<file path="config.mk">
export PLATFORM = sky130hd
export DESIGN_NAME = mem_access
export DESIGN_NICKNAME = d
export VERILOG_FILES = /design/src/rtl/mem_pkg.sv /design/src/rtl/load_align.sv /design/src/rtl/mem_access.sv
export SDC_FILE = /design/constraint.sdc
export NUM_CORES = 1
export LEC_CHECK = 0
export BUFFER_PORTS_ARGS = -buffer_cell sky130_fd_sc_hd__buf_2
export CAP_MARGIN = 20
export CORE_MARGIN = 3
export CORE_UTILIZATION = 38
export CTS_CLUSTER_DIAMETER = 120
export DETAILED_ROUTE_END_ITERATION = 16
export PLACE_DENSITY = 0.62
export SLEW_MARGIN = 10
export SYNTH_ARGS = -nofsm -noshare
export SYNTH_HDL_FRONTEND = slang
export SYNTH_SLANG_ARGS = --single-unit
</file>
<file path="constraint.sdc">
create_clock -name clk -period 4.4 [get_ports clk]
set_input_delay 0.22 -clock clk [delete_from_list [all_inputs] [get_ports clk]]
set_output_delay 0.22 -clock clk [all_outputs]
set_load 0.1 [all_outputs]
</file>
<file path="src/rtl/mem_pkg.sv">
// Shared MEM-stage types: load/store encodings, FSM states and access-size helper.
package mem_pkg;

  typedef enum logic [2:0] {
    LB  = 3'b000,
    LH  = 3'b001,
    LW  = 3'b010,
    LD  = 3'b011,
    LBU = 3'b100,
    LHU = 3'b101,
    LWU = 3'b110
  } loadTypeE;

  typedef enum logic [1:0] {
    SB = 2'b00,
    SH = 2'b01,
    SW = 2'b10,
    SD = 2'b11
  } storeTypeE;

  typedef enum logic [1:0] {
    IDLE = 2'b00,
    WAIT = 2'b01,
    DONE = 2'b10
  } stateE;

  // log2 of the access size in bytes
  function automatic logic [1:0] size_of(input logic isLoad, input logic [2:0] accType);
    if (isLoad) begin
      case (loadTypeE'(accType))
        LB, LBU: size_of = 2'd0;
        LH, LHU: size_of = 2'd1;
        LW, LWU: size_of = 2'd2;
        default: size_of = 2'd3;
      endcase
    end else begin
      size_of = accType[1:0];
    end
  endfunction

endpackage

</file>
<file path="src/rtl/load_align.sv">
// Lane select and sign/zero extension of a 64-bit read doubleword.
module load_align
  import mem_pkg::*;
(
  input  logic [63:0] rdata,
  input  logic [2:0]  addr,
  input  logic [2:0]  loadType,
  output logic [63:0] value
);

  logic [63:0] shifted;

  always_comb begin
    shifted = rdata >> {addr, 3'b000};
    case (loadTypeE'(loadType))
      LB:      value = {{56{shifted[7]}}, shifted[7:0]};
      LH:      value = {{48{shifted[15]}}, shifted[15:0]};
      LW:      value = {{32{shifted[31]}}, shifted[31:0]};
      LBU:     value = {56'd0, shifted[7:0]};
      LHU:     value = {48'd0, shifted[15:0]};
      LWU:     value = {32'd0, shifted[31:0]};
      default: value = shifted;
    endcase
  end

endmodule

</file>
<file path="src/rtl/mem_access.sv">
// MEM stage: data-cache request/ack handshake, store/load alignment, MEM/WB register.
module mem_access
  import mem_pkg::*;
#(
  parameter int BUS_DATA_WIDTH = 64
) (
  input  logic                      clk,
  input  logic                      rst_n,
  input  logic [BUS_DATA_WIDTH-1:0] inResult,
  input  logic [BUS_DATA_WIDTH-1:0] inDataReg2,
  input  logic                      inMemRead,
  input  logic                      inMemWrite,
  input  logic                      inRegWrite,
  input  logic                      inMemOrReg,
  input  logic [2:0]                inLoadType,
  input  logic [1:0]                inStoreType,
  input  logic [4:0]                inDestRegister,
  input  logic                      in_stall_from_icache,
  output logic                      out_dc_req,
  output logic                      out_dc_we,
  output logic [BUS_DATA_WIDTH-1:0] out_dc_addr,
  output logic [BUS_DATA_WIDTH-1:0] out_dc_wdata,
  output logic [7:0]                out_dc_wstrb,
  input  logic                      in_dc_ack,
  input  logic [BUS_DATA_WIDTH-1:0] in_dc_rdata,
  output logic                      out_stall_from_dcache,
  output logic                      out_misaligned,
  output logic [BUS_DATA_WIDTH-1:0] outResultMem,
  output logic                      outRegWrite,
  output logic [4:0]                outDestRegister
);

  stateE                     state, stateNext;
  logic                      access, offAlign, misalignedNow, legal, update;
  logic [1:0]                accSize;
  logic [BUS_DATA_WIDTH-1:0] alignedLoad, loadHeld, loadValue, storeData;
  logic [7:0]                storeStrb;

  assign access  = inMemRead | inMemWrite;
  assign accSize = size_of(inMemRead, inMemRead ? inLoadType : {1'b0, inStoreType});

  always_comb begin
    case (accSize)
      2'd0:    offAlign = 1'b0;
      2'd1:    offAlign = inResult[0];
      2'd2:    offAlign = |inResult[1:0];
      default: offAlign = |inResult[2:0];
    endcase
  end

  assign misalignedNow = access & offAlign;
  assign legal         = access & ~offAlign;

  always_comb begin
    stateNext             = state;
    out_stall_from_dcache = 1'b0;
    case (state)
      IDLE: begin
        if (legal) begin
          stateNext             = WAIT;
          out_stall_from_dcache = 1'b1;
        end
      end
      WAIT: begin
        if (in_dc_ack) stateNext = in_stall_from_icache ? DONE : IDLE;
        else           out_stall_from_dcache = 1'b1;
      end
      DONE: begin
        if (!in_stall_from_icache) stateNext = IDLE;
      end
      default: stateNext = IDLE;
    endcase
  end

  assign update = ~out_stall_from_dcache & ~in_stall_from_icache;

  // Low bytes are replicated across the doubleword; the strobe picks the live lane.
  always_comb begin
    case (storeTypeE'(inStoreType))
      SB: begin
        storeData = {8{inDataReg2[7:0]}};
        storeStrb = 8'h01 << inResult[2:0];
      end
      SH: begin
        storeData = {4{inDataReg2[15:0]}};
        storeStrb = 8'h03 << inResult[2:0];
      end
      SW: begin
        storeData = {2{inDataReg2[31:0]}};
        storeStrb = 8'h0F << inResult[2:0];
      end
      default: begin
        storeData = inDataReg2;
        storeStrb = 8'hFF;
      end
    endcase
  end

  load_align u_loadAlign (
    .rdata    (in_dc_rdata),
    .addr     (inResult[2:0]),
    .loadType (inLoadType),
    .value    (alignedLoad)
  );

  // Live read data on the ack edge; otherwise the value captured when leaving WAIT.
  assign loadValue = (state == WAIT) ? alignedLoad : loadHeld;

  always_ff @(posedge clk or negedge rst_n) begin
    if (!rst_n) begin
      state        <= IDLE;
      out_dc_req   <= 1'b0;
      out_dc_we    <= 1'b0;
      out_dc_addr  <= '0;
      out_dc_wdata <= '0;
      out_dc_wstrb <= '0;
      loadHeld     <= '0;
    end else begin
      state <= stateNext;
      if (state == IDLE && legal) begin
        out_dc_req   <= 1'b1;
        out_dc_we    <= ~inMemRead;
        out_dc_addr  <= {inResult[BUS_DATA_WIDTH-1:3], 3'b000};
        out_dc_wdata <= inMemRead ? '0 : storeData;
        out_dc_wstrb <= inMemRead ? '0 : storeStrb;
      end else if (state == WAIT && in_dc_ack) begin
        out_dc_req <= 1'b0;
        out_dc_we  <= 1'b0;
        loadHeld   <= alignedLoad;
      end
    end
  end

  always_ff @(posedge clk or negedge rst_n) begin
    if (!rst_n) begin
      out_misaligned  <= 1'b0;
      outResultMem    <= '0;
      outRegWrite     <= 1'b0;
      outDestRegister <= '0;
    end else begin
      out_misaligned <= update & misalignedNow;
      if (update) begin
        outResultMem    <= inMemOrReg ? loadValue : inResult;
        outRegWrite     <= inRegWrite & ~misalignedNow;
        outDestRegister <= inDestRegister;
      end
    end
  end

endmodule

</file>
# == Word-level counts from Yosys, hierarchy flattened ==
# Index checks and enable logic that the tools add are counted.
# totals
register_bits,272
input_bits,210
# classes
n_eq_ne,19
n_shift,4
mux,22
bitwise_logic,12
n_reduce_logical,15
# op_table
operator,count
$pmux W64 S6,1
$mux W64,3
$pmux W64 S3,1
$shr A64 B6 Y64,1
$pmux W8 S3,1
$eq A3 B3 Y1 const B,6
$pmux W2 S3,2
$mux W2,5
$mux W8,1
$reduce_or A2 Y1,4
$shl A1 B3 Y8 const A,1
$shl A2 B3 Y8 const A,1
$shl A4 B3 Y8 const A,1
$eq A2 B1 Y1 const B,3
$eq A2 B2 Y1 const B,3
$eq A3 B1 Y1 const B,2
$eq A3 B2 Y1 const B,2
$logic_not A2 Y1,3
$logic_not A3 Y1,2
$ne A2 B2 Y1 const B,3
$not A1 Y1,6
$and A1 B1 Y1,5
$mux W1,5
$mux W3,1
8 further kinds,9

# == Logic depth before layout (Yosys ltp) ==
# Gate-level depths: netlist of run 1.
# depth
word_depth,14
mapped_depth,11
ltp_nobuf,7

# == Hierarchy ==
# Synthesis of run 1 repeated with hierarchy kept, for this count alone.
# unflattened
cells_unflattened,1376
hier_area_um2,15332.2
# modules_own_cells
mod,n_inst,cells_per_inst,area_each_um2,seq_area_each_um2
mem_access,1,1083,12993.7,6806.5
load_align,1,293,2338.5,0.0

# == Worst setup path after synthesis of run 1 ==
# Ideal clock, no wire load.
# synth_timing
path_kind,input-to-output
from,in inLoadType[1]
to,out out_stall_from_dcache
arrival_ps,2809
slack_ps,1371
stages,8
cell_sequence,clkbuf_1 and3_1 o21ai_0 a22oi_1 clkbuf_1 clkbuf_1 clkbuf_1 o21ai_0
# synth_between
elab_chain_len,11
# synth_rtl
item,line_no,source
"start, declared",mem_access.sv:15,"input logic [2:0] inLoadType,"
$mux W3 *,mem_access.sv:40,"assign accSize = size_of(inMemRead, inMemRead ? inLoadType : {1'b0, inStoreType});"
$eq A3 B2 Y1 (tied with other cells),mem_pkg.sv:30,case (loadTypeE'(accType))
$reduce_or A2 Y1,mem_pkg.sv:30,
$pmux W2 S3,mem_pkg.sv:30,
$mux W2 *,mem_pkg.sv:29,if (isLoad) begin
$eq A2 B2 Y1 (tied with other cells),mem_access.sv:43,case (accSize)
$pmux W1 S3 *,mem_access.sv:43,
$not A1 Y1 *,mem_access.sv:52,assign legal = access & ~offAlign;
$and A1 B1 Y1 *,mem_access.sv:52,
$mux W1 *,mem_access.sv:59,if (legal) begin
$pmux W1 S2 *,mem_access.sv:57,case (state)
"end, declared",mem_access.sv:26,"output logic out_stall_from_dcache,"
# Every way passes the cells marked *; elsewhere a longest branch is shown, timed or not.

# == Final worst setup path of run 1 ==
# layout_timing
from,reg state[1]
to,reg loadHeld[38]
# layout_between
elab_chain_len,4
# layout_rtl
item,line_no,source
"start, declared",mem_access.sv:33,"stateE state, stateNext;"
"start signal, assigned",mem_access.sv:119,state <= stateNext;
$logic_not A2 Y1,mem_access.sv:120,if (state == IDLE && legal) begin
$logic_and A1 B1 Y1,mem_access.sv:120,
$not A1 Y1 (no line),n/a,
$reduce_and A2 Y1 (no line) *,n/a,
"end signal, assigned",mem_access.sv:129,loadHeld <= alignedLoad;
"end, declared",mem_access.sv:36,"logic [BUS_DATA_WIDTH-1:0] alignedLoad, loadHeld, loadValue, storeData;"
# Marked as above.
# A chain may end at the register's enable or synchronous reset.

==> metrics.md, run 1 <==
| Metric | Value |
|---|---|
| Outcome | `complete, no violations` |
| Met1 Resource Use GR | `35.7%` |
| WL final | `54.5 mm` |
| Area share of the largest cell type after synthesis | `47.7%` |
| Yosys cell types | `61` |
| Post-CTS Resized | `0` |
| Worst clock skew | `0.0254 ns` |
| Met2 Use GR | `42.1%` |
| CTS tree | `done` |
| Leak pwr | `9.13 nW` |
| All-Layer GR Usage | `26.3%` |
| Pwr/cell area | `891 nW/µm²` |
| Clock-pin slew on the worst setup and hold paths | `0.06 ns` |
| Hold Vio Cnt, Final | `0` |
| TritonRoute pass-1 iters | `8` |
| Port Buffers | `416` |
| Ys async rst share | `100%` |
| Drc violations | `0` |
| Row count | `70` |
| WL/cell | `21.1 µm` |
| CTS buffer count | `30` |
| GR peak layer | `met2` |
| Die Ht | `200 µm` |
| Number of synthesis warnings | `0` |
| Via count | `14100` |
| Critical path arrival | `3.52 ns` |
| Initial DRC count | `1151` |
| Hold Crit Class | `in -> reg` |
| CTS H-tree lvls | `1` |
| CP max FO | `55` |
| Grt total ovfl | `0` |
| Via-to-Cell Ratio | `5.45` |
| Fin. max-slew vios | `0` |
| CTS Hold Bufs | `133` |
| Fin crit share | `69.5%` |
| DPL Wire Length | `38.7 mm` |
| Area Growth Syn to Fin | `33.1%` |
| Clock root cell | `clkbuf_16` |
| Vias in the first global route | `13800` |
| Synth Instances | `1605` |
| Max-slew headroom | `27.9%` |
| Chip Width | `200 µm` |
| Clock sinks | `272` |
| Post-CTS Setup Repair Bufs | `0` |
| Worst-Skew Late Latency | `0.59 ns` |
| Startpoint types | `flip-flop` |
| M3 GR Usage | `4.35%` |
| Register area share after synthesis | `47.7%` |
| # IOs | `420` |
| Post-synthesis average cell area | `8.90 µm²` |
| Setup_tns | `0 ns` |
| Predominant post-synthesis flop cell | `dfrtp_1` |
| Antenna viol nets, final | `0` |
| Count of final setup violators | `0` |
| Final GP Congestion | `0.908` |
| Area leader, netlist | `dfrtp_1` |
| CTS Buffer Depth | `3` |
| Antenna violations before repair | `15` |
| Layout cell share with drive strength beyond 1 | `26.5%` |
| FF+latch count, synth | `272` |
| Setup CP Type | `reg -> reg` |
| Hold slack | `0.0277 ns` |
| RSZ-0062 raised after global routing | `false` |
| Die area | `39900 µm²` |
| Max VDD drop | `0.522 mV` |
| Max Cap Viol | `0` |
| Cell Area, Synth | `14300 µm²` |
| Period minus WS final | `3.06 ns` |
| Final nets | `2290` |
| Global-route wire length before repair | `82.0 mm` |
| Crit path capture type | `flip-flop` |
| Initial core utilization | `38.8%` |
| Critical Path RT | `4.86 ns` |
| Main area contributors after synthesis | `dfrtp_1, nand2_1, o21ai_0, mux2i_1, nor2_1` |
| Max Clk Rate | `327 MHz` |
| CORE AREA | `36800 µm²` |
| Worst slew pin tran | `1.08 ns` |
| Largest net degree at the start of global routing | `118` |
| EDFF count, synth | `0` |
## through the flow
stage | setup slack (ns) | cells | instance area (µm²) | power [mW] | util (%)
6_report | 1.34 | 2582 | 19000 | 16.9 | 51.7
5_1_grt | 1.10 | 2581 | 19000 | 17.7 | 51.7
4_1_cts | 1.29 | 2567 | 19000 | 17.0 | 51.6
3_5_place_dp | 1.13 | 2378 | 16600 | 14.2 | 45.2
3_3_place_gp | 1.16 | 2377 | 16600 | 14.1 | 45.1
2_1_floorplan | 1.37 | 1607 | 14300 | 12.4 | -
## kinds of logic after synthesis
kind of cell,share of synthesized area [%]
and+or+nand+nor,19.5
AOI/OAI and AO/OA,20.5
DFF,47.7
buffers and inverters,4.53
muxes,7.34
adders and majority gates,0.438
other,0.0263
## power by group
group / total, mW / switching (mW) / internal [mW]
combinational: 10.0 / 8.36 / 1.69
sequential: 4.26 / 0.613 / 3.64
clock: 2.64 / 1.08 / 1.56
total: 16.9 / 10.0 / 6.89
## cells in the mapped netlist, drive strengths merged, types with 15 or more instances
cell type  number
a22o           17
o21ai         126
dfrtp         272
nor2b          21
buf            40
mux2i          62
nand2b         44
o211ai         18
clkbuf         96
o31ai          26
nor2          127
inv            15
nand2         376
mux2           36
a21oi          74
nor3           15
a221oi         26
nand3          34
o22ai          32
o22a           39
## cell usage in the layout (no fill, tap or decap), drive strengths merged, types with 34 or more instances in the layout
cell / n
a21oi: 74
buf: 439
clkbuf: 41
dfrtp: 272
dlygate4sd3: 133
mux2: 36
mux2i: 62
nand2: 376
nand2b: 44
nand3: 34
nor2: 127
o21ai: 126
o22a: 39
## worst max-delay path, stage by stage, from the launching register on
cell     delay [ns]
dfrtp_1        0.43
nor2b_4        0.56
and2_2         0.30
buf_4          0.53
nand4_2        0.70
o22a_1         0.40
## registers in the layout, indices dropped and copies added, names as in the netlist
register and count:
out_dc_wdata 64, outRegWrite 1, outDestRegister 5, state 2
loadHeld 64, out_misaligned 1, out_dc_we 1, outResultMem 64
out_dc_addr 61, out_dc_req 1, out_dc_wstrb 8
## per-layer routing
metal,vias up,routed length [µm],share of wire (%)
li1,6579,-,-
met1,6755,23200,43
met2,586,25100,46
met3,141,3620,6.7
met4,2,2520,4.6
met5,-,13,0.024
## cell type report
type | instances | area (µm²)
multi-input combinational | 1184 | 6860
clock buffer | 41 | 832
clock inverter | 15 | 193
sequential | 272 | 6810
fill | 3388 | 17800
antenna | 15 | 37.5
inverter | 15 | 56.3
tap | 468 | 586
timing repair buffer | 572 | 3640
## path summary, 6_finish.rpt
check / startpoint / to / slack, ns / depth (start not counted)
setup / recovery: state[1] / loadHeld[38] / 1.34 / 5
hold / removal: inDataReg2[56] / out_dc_wdata[56] / 0.03 / 3
setup reg to reg: state[1] / loadHeld[38] / 1.34 / 5
hold reg to reg: out_dc_addr[49] / out_dc_addr[49] / 0.47 / 2
max in group asynchronous: rst_n / loadHeld[5] / 2.95 / 3
min in group asynchronous: rst_n / out_dc_addr[21] / 0.28 / 2
No activity file was read; power rests on OpenSTA's default activity.
==> run 2: changes to the inputs <==
--- a/config.mk
+++ b/config.mk
@@ -11,7 +11,7 @@
 export CORE_UTILIZATION = 38
 export CTS_CLUSTER_DIAMETER = 120
 export DETAILED_ROUTE_END_ITERATION = 16
-export PLACE_DENSITY = 0.62
+export PLACE_DENSITY = 0.64
 export SLEW_MARGIN = 10
 export SYNTH_ARGS = -nofsm -noshare
 export SYNTH_HDL_FRONTEND = slang
==> constraint.sdc (replaced) <==
create_clock -name clk -period 2.6 [get_ports clk]
set_input_delay 0.13 -clock clk [delete_from_list [all_inputs] [get_ports clk]]
set_output_delay 0.13 -clock clk [all_outputs]
set_load 0.1 [all_outputs]
==> metrics.md, run 2 (synthesized netlist as in run 1, its figures left out) <==
| Metric | Value |
|---|---|
| Outcome | `complete, no violations` |
| Clock root cell | `clkbuf_16` |
| Worst slew pin tran | `0.901 ns (-0.180 ns)` |
| Critical path cell sequence | `dlygate4sd3_1, buf_2, mux2_2, a221oi_1, buf_4, a22oi_2, o21ai_2, clkbuf_4` |
| Initial core utilization | `38.8% (unchanged)` |
| Fin. max-slew vios | `0 (unchanged)` |
| RSZ-0062 raised after global routing | `false` |
| Pint | `12.3 mW (+79%)` |
| Initial DRC count | `1348 (+17%)` |
| CTS H-tree lvls | `2 (+1)` |
| Leading cell type in the layout, fill and taps excluded | `buf_2` |
| Grt total ovfl | `0 (unchanged)` |
| Vias in the first global route | `14300 (+3.7%)` |
| # IOs | `420 (unchanged)` |
| Setup_tns | `0 ns (unchanged)` |
| Final nets | `2344 (+2.4%)` |
| WL/cell | `21.2 µm (+0.44%)` |
| Global-route wire length before repair | `83.3 mm (+1.6%)` |
| CTS tree | `done` |
| CTS buffer count | `34 (+13%)` |
| Hold wc startpoint | `inLoadType[2]` |
| Hold Crit Class | `in -> reg` |
| Final GP Congestion | `0.925 (+2.0%)` |
| Critical Path RT | `2.47 ns (-2.39 ns)` |
| CTS Buffer Depth | `3 (unchanged)` |
| Clock sinks | `272 (unchanged)` |
| Fin crit share | `96.9%` |
| Critical R2R Capture | `outResultMem[56]` |
| CP max FO | `9 (-84%)` |
| Layout cell share with drive strength beyond 1 | `27.9% (+1.4 points)` |
| Via-to-Cell Ratio | `5.52 (+1.3%)` |
| Critical path arrival | `2.39 ns (-1.13 ns)` |
| Max Cap Viol | `0 (unchanged)` |
| Die Ht | `200 µm (unchanged)` |
| TritonRoute pass-1 iters | `6 (-2)` |
| Hold Vio Cnt, Final | `0 (unchanged)` |
| Leak pwr | `9.47 nW (+3.7%)` |
| Setup CP Type | `in -> out` |
| Row count | `70 (unchanged)` |
| CP peak stage delay | `0.57 ns (-0.13 ns)` |
| Crit path capture type | `output pin` |
| DPL Wire Length | `39.8 mm (+2.7%)` |
| Via count | `14600 (+3.6%)` |
| Startpoint types | `input port` |
| Post-route cell area | `19700 µm² (+3.5%)` |
| Largest net degree at the start of global routing | `158 (+34%)` |
| Worst clock skew | `0.00750 ns (-0.0179 ns)` |
| R2R setup slack | `0.35 ns (-0.99 ns)` |
| Pwr/cell area | `1500 nW/µm² (+68%)` |
| Worst hold stages | `4 (+1)` |
| Chip Width | `200 µm (unchanged)` |
| Sequential share of power | `24.4% (-0.7 points)` |
| Clock Power Share | `17.3% (+1.7 points)` |
| Worst reg2reg path depth | `5 (unchanged)` |
| NetSw | `17.2 mW (+71%)` |
| Most frequent cells in the layout | `buf_2, nand2_1, dfrtp_1, dlygate4sd3_1, nor2_1` |
| Post-layout util | `53.5% (+1.8 points)` |
| Max-slew headroom | `39.8% (+12 points)` |
| Port Buffers | `416 (unchanged)` |
| Biggest registers after layout | `loadHeld x64, outResultMem x64, out_dc_wdata x64` |
| Max VDD drop | `1.37 mV (+160%)` |
| CORE AREA | `36800 µm² (unchanged)` |
| Period minus WS final | `2.52 ns` |
| Max Clk Rate | `397 MHz` |
| Hold Path Sink | `loadHeld[15]` |
| Drc violations | `0 (unchanged)` |
| Area Growth Syn to Fin | `37.8%` |
| Placed cell areas | `16900 µm² (+1.7%)` |
| Slowest-stage cell, CP | `dlygate4sd3_1` |
| Antenna violations before repair | `17 (+2)` |
| Clock-pin slew on the worst setup and hold paths | `0.06 ns (about the same)` |
| All-Layer GR Usage | `27.0% (+0.73 points)` |
| Worst-Skew Late Latency | `0.54 ns (-0.05 ns)` |
| Sw frac | `58.2% (-1.1 points)` |
| Reg-to-reg startpoint | `state[0]` |
| WL final | `55.9 mm (+2.7%)` |
| Part of the power in combinational logic | `58.3% (-1.0 points)` |
| Die area | `39900 µm² (unchanged)` |
| Antenna viol nets, final | `0 (unchanged)` |
| Count of final setup violators | `0 (unchanged)` |
-- run 2: cell types whose count changed in the layout (fill, tap and decap cells not counted), sizes merged --
cell	delta
clkinv	-2
diode	+2
buf	+33
inv	+1
clkinvlp	+1
bufinv	+1
dlygate4sd3	+16
clkbuf	+6
-- run 2: cell type report --
| cell class | instances | area [µm²] |
|---|---|---|
| diodes | 17 | 42.5 |
| clock inverters | 16 | 229 |
| flip-flops and latches | 272 | 6810 |
| multi-input cells | 1184 | 6860 |
| well taps | 468 | 586 |
| fillers | 3358 | 17100 |
| repair buffers | 622 | 4120 |
| inverters | 15 | 56.3 |
| clock buffers | 46 | 986 |
-- run 2: critical path: cells and delay by family --
family                 cells  cell delay (ns)
AOI/OAI and AO/OA          3             0.57
buffers and inverters      4             1.33
muxes                      1             0.35
-- run 2: worst max path at each step --
stage | cells past startpoint | to | start | slack (ns)
after floorplan | 8 | out_stall_from_dcache | inLoadType[0] | 0.37
after global placement | 8 | outResultMem[56] | inResult[1] | 0.1
after detailed placement | 9 | outResultMem[58] | inResult[1] | 0.01
after CTS | 8 | out_stall_from_dcache | inMemRead | 0.008
after global routing | 8 | out_stall_from_dcache | inMemRead | 0.03
final | 8 | out_stall_from_dcache | inMemRead | 0.08
-- run 2: power groups by stage --
stage,Combinational [mW],Clock [mW],Sequential (mW)
4_1_cts,17.2,5.22,7.19
3_3_place_gp,16.8,0,7.17
5_1_grt,17.9,5.37,7.44
6_report,17.2,5.10,7.21
2_1_floorplan,3.38,0,17.5
3_5_place_dp,17.0,0,7.24
-- run 2: repair_timing --
item / CTS / global route
hold buffers: 149 / 0
setup buffers: 0 / 3
endpoints found under the hold margin: 266 / 0
resized for setup: 0 / 1
setup endpoints to repair: 0 / 2
-- run 2: metal layers --
metal  up-vias  part of all wire, %  global-route usage (%)  wire length (µm)
met2       677                   46                    42.8             25600
met1      7014                   41                    35.1             23100
met3       184                  7.5                    6.39              4190
li1       6684                    -                       -                 -
met4         6                  5.3                    12.9              2950
met5         -                0.072                       0                40
-- run 2: per-stage QoR --
step                      power, mW  hold slack [ns]  worst slack, ns  instances
final                          29.5            0.119           0.0803       2640
after global routing           30.7            0.128           0.0269       2636
after CTS                      29.6           0.0752          0.00824       2620
after detailed placement       24.2            0.170           0.0111       2409
after global placement         24.0            0.171           0.0956       2409
after floorplan                20.9           -0.166            0.370       1607
==> run 3: changes to the inputs <==
--- a/config.mk
+++ b/config.mk
@@ -5,6 +5,7 @@
 export SDC_FILE = /design/constraint.sdc
 export NUM_CORES = 1
 export LEC_CHECK = 0
+export ABC_AREA = 1
 export BUFFER_PORTS_ARGS = -buffer_cell sky130_fd_sc_hd__buf_2
 export CAP_MARGIN = 20
 export CORE_MARGIN = 3
==> metrics.md, run 3 <==
| Metric | Value |
|---|---|
| Pwr/cell area | `1500 nW/µm² (+0.33%)` |
| Grt total ovfl | `0 (unchanged)` |
| Die area | `42200 µm² (+5.7%)` |
| Yosys cell types | `44 (-28%)` |
| Max Clk Rate | `505 MHz (+27%)` |
| Critical Path RT | `3.02 ns (+0.55 ns)` |
| WL final | `57.0 mm (+1.9%)` |
| Startpoint types | `flip-flop` |
| Synth Instances | `2108 (+31%)` |
| Clock sinks | `272 (unchanged)` |
| CTS H-tree lvls | `2 (unchanged)` |
| Leading cell type in the layout, fill and taps excluded | `nand2_1` |
| Vias in the first global route | `15200 (+6.5%)` |
| Worst slew pin tran | `0.786 ns (-0.115 ns)` |
| Initial DRC count | `1282 (-4.9%)` |
| Post-Synth Adder-Cell Area | `0.414% (-0.024 points)` |
| Max-slew headroom | `47.6% (+7.8 points)` |
| Ys async rst share | `100% (unchanged)` |
| Most numerous cell in the Yosys netlist | `nand2_1` |
| Placed cell areas | `17500 µm² (+3.8%)` |
| Antenna violations before repair | `21 (+4)` |
| Compound-gate portion of the synthesized area | `17.3% (-3.2 points)` |
| CORE AREA | `39000 µm² (+6.0%)` |
| Area Growth Syn to Fin | `32.8%` |
| Finished Layout Cells | `3154 (+19%)` |
| Leak pwr | `10.9 nW (+15%)` |
| Crit path capture type | `flip-flop` |
| WL/cell | `18.1 µm (-15%)` |
| Post-synthesis mux area share | `0% (-7.3 points)` |
| Final nets | `2812 (+20%)` |
| Die Ht | `205 µm (+2.8%)` |
| Placed insts | `2944 (+22%)` |
| Max VDD drop | `1.35 mV (-1.9%)` |
| Layout cell share with drive strength beyond 1 | `21.0% (-6.9 points)` |
| Hold Crit Class | `in -> reg` |
| Row count | `72 (+2.9%)` |
| Initial core utilization | `38.8% (-0.063 points)` |
| Number of synthesis warnings | `0 (unchanged)` |
| Biggest registers after layout | `loadHeld x64, outResultMem x64, out_dc_wdata x64` |
| RSZ-0062 raised after global routing | `false` |
| Predominant post-synthesis flop cell | `dfrtp_1` |
| Port Buffers | `416 (unchanged)` |
| Setup_tns | `0 ns (unchanged)` |
| All-Layer GR Usage | `26.7% (-0.29 points)` |
| Max Cap Viol | `0 (unchanged)` |
| Largest net degree at the start of global routing | `191 (+21%)` |
| Post-synthesis average cell area | `7.17 µm² (-19%)` |
| Final GP Congestion | `0.928 (+0.26%)` |
| Hold Vio Cnt, Final | `0 (unchanged)` |
| Largest family of logic cells by synthesized area | `simple AND/OR/NAND/NOR gates` |
| Chip Width | `205 µm (+2.8%)` |
| CP max FO | `62 (+53)` |
| Post-layout util | `51.5% (-2.0 points)` |
| Worst-Skew Late Latency | `0.55 ns (about the same)` |
| Via count | `15800 (+8.2%)` |
| CTS Buffer Depth | `3 (unchanged)` |
| EDFF count, synth | `0 (unchanged)` |
| Setup CP Type | `reg -> reg` |
| Period minus WS final | `1.98 ns (-0.541 ns)` |
| Post-route cell area | `20100 µm² (+2.0%)` |
| Xor and xnor area share after synthesis | `0% (unchanged)` |
| Main area contributors after synthesis | `dfrtp_1, nand2_1, o21ai_0, inv_1, a21oi_1` |
| TritonRoute pass-1 iters | `5 (-1)` |
| CTS buffer count | `34 (unchanged)` |
| Register area share after synthesis | `45.0% (-2.6 points)` |
| Synth top cells by count | `nand2_1, dfrtp_1, inv_1, o21ai_0, nor2_1` |
| FF+latch count, synth | `272 (unchanged)` |
| Fin crit share | `76.1% (-21 points)` |
| Fin. max-slew vios | `0 (unchanged)` |
| # IOs | `420 (unchanged)` |
| Via-to-Cell Ratio | `5.00 (-9.4%)` |
| DPL Wire Length | `40.8 mm (+2.5%)` |
| Dpl ws | `0.360 ns (+0.348 ns)` |
| Global-route wire length before repair | `87.8 mm (+5.5%)` |
| Area share of the largest cell type after synthesis | `45.0% (-2.6 points)` |
| Count of final setup violators | `0 (unchanged)` |
| Clock-pin slew on the worst setup and hold paths | `0.06 ns (about the same)` |
| Clock root cell | `clkbuf_16` |
| Outcome | `complete, no violations` |
| Cell Area, Synth | `15100 µm² (+5.9%)` |
| Post-route worst setup slack | `0.621 ns (+0.541 ns)` |
| Worst clock skew | `0.0235 ns (+0.0160 ns)` |
| Area leader, netlist | `dfrtp_1` |
| Drc violations | `0 (unchanged)` |
| Antenna viol nets, final | `0 (unchanged)` |
| Synth Area in Simple Gates | `26.3% (+6.8 points)` |
| Most frequent cells in the layout | `nand2_1, buf_2, dfrtp_1, inv_1, o21ai_0` |
| CTS tree | `done` |
| Critical path arrival | `2.40 ns (about the same)` |
-- run 3: changes by cell type in the layout (fill, tap and decap cells not counted), sizes merged, moves of 60 or more --
| cell | change |
|---|---|
| a21oi | +60 |
| nand2 | +298 |
| o21ai | +141 |
| nand3 | +81 |
| inv | +223 |
| mux2i | -62 |
-- run 3: worst max-delay path, cell delays in order, from the launching register on --
cell	delay (ns)
dfrtp_1	0.38
inv_1	0.11
nor2_4	0.05
inv_2	0.07
buf_4	0.55
a21oi_1	0.13
o21ai_0	0.20
o21ai_0	0.19
nand2_1	0.10
nand2_1	0.04
-- run 3: area by class of cell --
| class | count | area [µm²] |
|---|---|---|
| Timing Repair Buffer | 592 | 3840 |
| Clock buffer | 47 | 1000 |
| Antenna cell | 14 | 35.0 |
| Sequential cell | 272 | 6810 |
| Multi-Input combinational cell | 1456 | 6680 |
| Inverter | 241 | 905 |
| Fill cell | 3816 | 18900 |
| Clock inverter | 14 | 159 |
| Tap cell | 518 | 648 |
-- run 3: final timing paths --
kind / slack, ns / end / cells after the start / from
max in group asynchronous: 1.57 / loadHeld[10] / 3 / rst_n
min reg2reg: 0.47 / outResultMem[1] / 2 / outResultMem[1]
min in group asynchronous: 0.16 / out_dc_addr[59] / 2 / rst_n
max: 0.62 / outResultMem[7] / 9 / state[0]
max reg2reg: 0.62 / outResultMem[7] / 9 / state[0]
min: 0.04 / out_dc_wdata[9] / 4 / inDataReg2[9]
-- run 3: kinds of logic (layout without fill, tap and decap cells) --
| logic type | count (synthesis) | count (layout) |
|---|---|---|
| simple gates | 969 | 969 |
| buf+inv | 382 | 894 |
| fa+ha+maj | 5 | 5 |
| compound gates | 479 | 479 |
| flops | 272 | 272 |
| other cells | 1 | 17 |
-- run 3: per-stage QoR --
stage | power, mW | hold WS, ns
floorplan | 21.8 | -0.166
global placement | 25.0 | 0.157
detailed placement | 25.2 | 0.158
CTS | 30.4 | 0.0110
global route | 31.7 | 0.0535
finish | 30.2 | 0.0379
-- run 3: per-layer routing --
layer	global-route usage, %	vias up	part of all wire [%]
li1	-	7676	-
met1	35.9	7324	43
met2	42.2	635	46
met3	6.11	110	7.3
met4	10.0	14	3.4
met5	0	-	0.16
-- run 3: timing repair --
item	CTS	global route
endpoints found under the hold margin	253	0
resized for setup	0	0
hold buffers	135	0
buffers inserted	0	0
-- run 3: power by group --
| group | total (mW) | switching, mW | internal [mW] |
|---|---|---|---|
| clock network | 4.91 | 1.92 | 3.00 |
| logic | 18.2 | 15.2 | 2.93 |
| registers | 7.13 | 0.968 | 6.16 |
| total | 30.2 | 18.1 | 12.1 |
